[src/rtl/pq_deq_stage.sv]
// pq_deq_stage: drain stage for the shift-register priority queue.
// Pops the queue head whenever the local in-order buffer has room (or is
// being drained the same cycle) and presents entries on a valid/ready stream.
// Optional build macro: PQ_DEQ_STATS_EN adds deq_cnt / stall_cnt outputs.

package pq_pkg;
  localparam int KEY_WIDTH = 8;
  localparam int VAL_WIDTH = 8;
endpackage

module pq_deq_stage #(
  parameter int KEY_WIDTH = pq_pkg::KEY_WIDTH,
  parameter int VAL_WIDTH = pq_pkg::VAL_WIDTH,
  parameter int DEPTH     = 2
) (
  input  logic                           clk,
  input  logic                           rst_n,
  input  logic [KEY_WIDTH+VAL_WIDTH-1:0] pq_kvo,
  input  logic                           pq_empty,
  output logic                           pq_deq,
  input  logic                           flush,
  output logic [KEY_WIDTH+VAL_WIDTH-1:0] m_kv,
  output logic                           m_valid,
  input  logic                           m_ready
`ifdef PQ_DEQ_STATS_EN
  ,
  output logic [15:0]                    deq_cnt,
  output logic [15:0]                    stall_cnt
`endif
);

  localparam int KV_W  = KEY_WIDTH + VAL_WIDTH;
  localparam int CNT_W = $clog2(DEPTH + 1);
  localparam int PTR_W = (DEPTH > 1) ? $clog2(DEPTH) : 1;

  localparam logic [CNT_W-1:0] DEPTH_C  = CNT_W'(DEPTH);
  localparam logic [PTR_W-1:0] LAST_PTR = PTR_W'(DEPTH - 1);

  generate
    if (DEPTH < 1 || DEPTH > 4) begin : g_bad_depth
      $fatal(1, "pq_deq_stage: DEPTH=%0d outside legal range 1..4", DEPTH);
    end
  endgenerate

  logic [KV_W-1:0]  r_buf [DEPTH];
  logic [PTR_W-1:0] r_rd_ptr;
  logic [PTR_W-1:0] r_wr_ptr;
  logic [CNT_W-1:0] r_count;

  logic             w_valid;
  logic             w_accept;
  logic             w_pop;
  logic [CNT_W-1:0] w_count_nxt;

  // Wrap by compare so non-power-of-2 depths cycle correctly.
  function automatic logic [PTR_W-1:0] ptr_inc(input logic [PTR_W-1:0] p);
    return (p == LAST_PTR) ? '0 : p + 1'b1;
  endfunction

  assign w_valid  = (r_count != '0);
  // A flush cycle ignores the consumer handshake entirely.
  assign w_accept = w_valid && m_ready && !flush;
  // Popping into a full buffer is safe only when the head leaves this same edge.
  assign w_pop    = !pq_empty && !flush &&
                    ((r_count < DEPTH_C) || (w_valid && m_ready));

  assign pq_deq  = w_pop && rst_n;
  assign m_valid = w_valid;
  assign m_kv    = r_buf[r_rd_ptr];

  // Next occupancy from the pop/accept combination.
  always_comb begin
    w_count_nxt = r_count;
    unique case ({w_pop, w_accept})
      2'b10:   w_count_nxt = r_count + 1'b1;
      2'b01:   w_count_nxt = r_count - 1'b1;
      default: w_count_nxt = r_count;
    endcase
  end

  // Pointer and occupancy registers; flush rewinds everything to empty.
  always_ff @(posedge clk or negedge rst_n) begin
    if (!rst_n) begin
      r_rd_ptr <= '0;
      r_wr_ptr <= '0;
      r_count  <= '0;
    end else if (flush) begin
      r_rd_ptr <= '0;
      r_wr_ptr <= '0;
      r_count  <= '0;
    end else begin
      if (w_accept) r_rd_ptr <= ptr_inc(r_rd_ptr);
      if (w_pop)    r_wr_ptr <= ptr_inc(r_wr_ptr);
      r_count <= w_count_nxt;
    end
  end

  // Entry storage: captures the queue head on the edge it is popped.
  always_ff @(posedge clk or negedge rst_n) begin
    if (!rst_n) begin
      for (int unsigned i = 0; i < DEPTH; i++) r_buf[i] <= '0;
    end else if (w_pop) begin
      r_buf[r_wr_ptr] <= pq_kvo;
    end
  end

`ifdef PQ_DEQ_STATS_EN
  logic [15:0] r_deq_cnt;
  logic [15:0] r_stall_cnt;

  // Pop counter wraps; stall counter saturates.
  always_ff @(posedge clk or negedge rst_n) begin
    if (!rst_n) begin
      r_deq_cnt   <= '0;
      r_stall_cnt <= '0;
    end else if (flush) begin
      r_deq_cnt   <= '0;
      r_stall_cnt <= '0;
    end else begin
      if (w_pop) r_deq_cnt <= r_deq_cnt + 16'd1;
      if (w_valid && !m_ready && (r_stall_cnt != '1))
        r_stall_cnt <= r_stall_cnt + 16'd1;
    end
  end

  assign deq_cnt   = r_deq_cnt;
  assign stall_cnt = r_stall_cnt;
`endif

endmodule

[config.mk]
export PLATFORM = sky130hd
export DESIGN_NAME = pq_deq_stage
export DESIGN_NICKNAME = d
export VERILOG_FILES = /design/src/rtl/pq_deq_stage.sv
export SDC_FILE = /design/constraint.sdc
export NUM_CORES = 1
export LEC_CHECK = 0
export ABC_AREA = 1
export ABC_CLOCK_PERIOD_IN_PS = 3500
export CAP_MARGIN = 20
export CELL_PAD_IN_SITES_DETAIL_PLACEMENT = 2
export CELL_PAD_IN_SITES_GLOBAL_PLACEMENT = 2
export CORE_ASPECT_RATIO = 1.4
export CORE_MARGIN = 10
export CORE_UTILIZATION = 40
export CTS_BUF_LIST = sky130_fd_sc_hd__clkbuf_8
export CTS_CLUSTER_SIZE = 25
export DETAILED_ROUTE_END_ITERATION = 10
export DONT_BUFFER_PORTS = 1
export PLACE_DENSITY = 0.95
export SETUP_SLACK_MARGIN = 0.5
export SLEW_MARGIN = 20
export SYNTH_ARGS = -nofsm -noshare
export SYNTH_HDL_FRONTEND = slang
export SYNTH_SLANG_ARGS = --single-unit
[constraint.sdc]
create_clock -name clk -period 3.5 [get_ports clk]
set_input_delay 0.525 -clock clk [delete_from_list [all_inputs] [get_ports clk]]
set_output_delay 0.525 -clock clk [all_outputs]
set_load 0.02 [all_outputs]
==> flow_summary.ini <==
[clocking]
htree_levels = 2
cts_root_buf = clkbuf_8
cts-resized-gates = 0
clkSlewWorstSetupHoldPaths_ps = 70
clock_latency_ps = 280
cts_tree = yes
numCtsBuffers = 5
clock-sinks = 36
clockBufferDepth = 2

[logic_synthesis]
synth-seq-cells = 36
yosys.area.top_type = dfrtp_1
yosys-top-cells-area = dfrtp_1 53%, nand2_1 16%, o21ai_0 12%
yosysWarnings = 0
async_flop_share_pct = 100
synth.net_count = 230
yosys.cell_count.top_type = nand2_1
synth_cell_types = 18
synth-edff-count = 0
synth_top_area_share_pct = 52.8
syn_area_per_cell_um2 = 8.16
synth_top_flop_cell = dfrtp_1
syn-cell-area_um2 = 1710
syn_inst = 209
synth_common_cells = 72 x nand2_1, 41 x o21ai_0, 36 x dfrtp_1
synth_seq_area_share_pct = 52.8

[routing]
drt_wl_total_mm = 4.34
drt_iter0_markers = 64
ant_nets = 0
drc = 0
firstDrtPassIters = 4
wire_per_inst_um = 17.2
vias = 1332
viasPerCell = 5.29

[sta]
max_freq_ghz = 0.441
hold_ws_ps = 80.2
post-route-period-util_pct = 64.8
fin_crit_ps = 2270
final-hold-violation-count = 0
setup_viol = 0
tns_ps = 0
rsz0062_at_grt = false
tightestPinTransition_ps = 938
fin_skew_ps = 2.49
max_slew_margin_pct = 37.5
slew_viol_final = 0

[layout]
antenna_cells = 0
multi_input_area_um2 = 632
fin_util_pct = 43.0
final_net_count = 227
drive_above_1_share_pct = 6.76
area_growth_syn_to_layout_pct = 5.21
fillers = 480
ff_latch_area_um2 = 901

[critical_path]
slowest_stage = dfrtp_1
required_ps = 2970
critPathMaxFanout = 33
start_kind = flip-flop
critical_path.top_delay_family = flip-flops
critical_path_class = flip-flop to primary output
critPathArrivalTime_ps = 1740
slowest_delay_ps = 960
worstPathCellList = o21ai_0
cp.buffers_inverters = 0
worstSetupEndpointType = primary output

[run]
maxCapViolations = 0

[power_and_ir_drop]
p_per_area_nw_per_um2 = 615
pwr-share-seq_pct = 51.3
pwr-share-comb_pct = 21.9
clockPowerShare_pct = 26.8
switchingPower_w = 0.000381
internal_power_w = 0.000722
peakVddDrop_uv = 216
leakage_nw = 0.860
p_sw_share_pct = 34.6

[floorplan]
io_pins = 39
dieHeight_um = 97.3
std_cell_rows = 28
die_w_um = 75.2
initial_core_util_pct = 40.9
dieArea_um2 = 7310
core_area_um2 = 4170

[global_route]
grt_pass1_wl_mm = 7.33
overflow = 0
antenna_found_initial = 0
grt_pass1_vias = 1488
grtUsageTotal_pct = 12.7
use_met1_pct = 13.7
grt_util_met2_pct = 22.1
grt_most_used_layer = met2
grt_max_degree = 37
use_met3_pct = 4.40

[placement]
globalplace.congestion = 0.794
place_hpwl_mm = 3.04
place.port_buffers = 0

[run_status]
status = completed

[hold_path]
hp-class = input port to asynchronous set/reset pin
==> logic make-up after synthesis <==
group	after synthesis	synth area share, %
AND/OR/NAND/NOR	88	21.9
AO/OA/AOI/OAI	49	14.6
flip-flops	36	52.8
buffers and inverters	35	10.1
XOR/XNOR	1	0.514
==> registers in the layout, summed over array words and instances, names as in the netlist <==
signal / cells
r_count: 2
r_rd_ptr: 1
r_wr_ptr: 1
r_buf: 32
==> final cells by class <==
type	instances	area share (%)
clock inverters	2	0.418
clock buffers	6	4.60
well taps	45	3.14
inverters	24	5.30
flip-flops and latches	36	50.2
repair buffers	1	1.12
multi-input cells	138	35.2
==> power by group through the flow <==
stage          clock (W)  sequential [W]  combinational [W]
2_1_floorplan          0        0.000544           0.000218
3_3_place_gp           0        0.000567           0.000225
3_5_place_dp           0        0.000576           0.000239
4_1_cts         0.000310        0.000568           0.000251
5_1_grt         0.000330        0.000577           0.000281
6_report        0.000295        0.000566           0.000241
==> path summary, 6_finish.rpt <==
kind,startpoint,to,slack [ps],depth (start not counted)
worst max-delay path,r_rd_ptr$_DFFE_PN0P_,m_kv[7],1230,1
worst min-delay path,rst_n,r_buf[12]$_DFFE_PN0P_,80,1
worst max register to register,r_count[1]$_DFFE_PN0P_,r_buf[28]$_DFFE_PN0P_,1810,6
worst min register to register,r_buf[15]$_DFFE_PN0P_,r_buf[15]$_DFFE_PN0P_,490,2
max in group asynchronous,rst_n,r_buf[31]$_DFFE_PN0P_,3240,1
min in group clk,flush,r_rd_ptr$_DFFE_PN0P_,310,1
==> stage by stage <==
| step | instances | worst slack, ps | power, W | cell area [um2] |
|---|---|---|---|---|
| after floorplan | 209 | 1600 | 0.000761 | 1710 |
| after global placement | 243 | 1490 | 0.000792 | 1680 |
| after detailed placement | 243 | 1480 | 0.000815 | 1680 |
| after CTS | 252 | 1150 | 0.00113 | 1790 |
| after global routing | 252 | 1010 | 0.00119 | 1790 |
| final | 252 | 1230 | 0.00110 | 1790 |
==> what timing repair did <==
| action | CTS | global route |
|---|---|---|
| setup buffers | 0 | 0 |
| hold endpoints to repair | 36 | 0 |
| hold buffers | 1 | 0 |
==> cells in the final DEF, fill, tap and decap left out, types with 2 or more instances in the layout <==
| cell type | Yosys | final |
|---|---|---|
| o21ai_0 | 41 | 41 |
| nand2_1 | 72 | 72 |
| nor2_1 | 5 | 5 |
| nand4_1 | 4 | 4 |
| o21ai_1 | 7 | 7 |
| inv_4 | 2 | 2 |
| clkbuf_8 | 0 | 6 |
| dfrtp_1 | 36 | 36 |
| inv_1 | 22 | 24 |
| nor2_4 | 3 | 3 |
| nand3_1 | 3 | 3 |
==> routing by layer <==
layer	routed length, um	share of wire, %
met5	0	0
met4	27	0.62
met3	270	6.2
met2	2340	54
met1	1700	39
(Power assumes the default switching activity.)
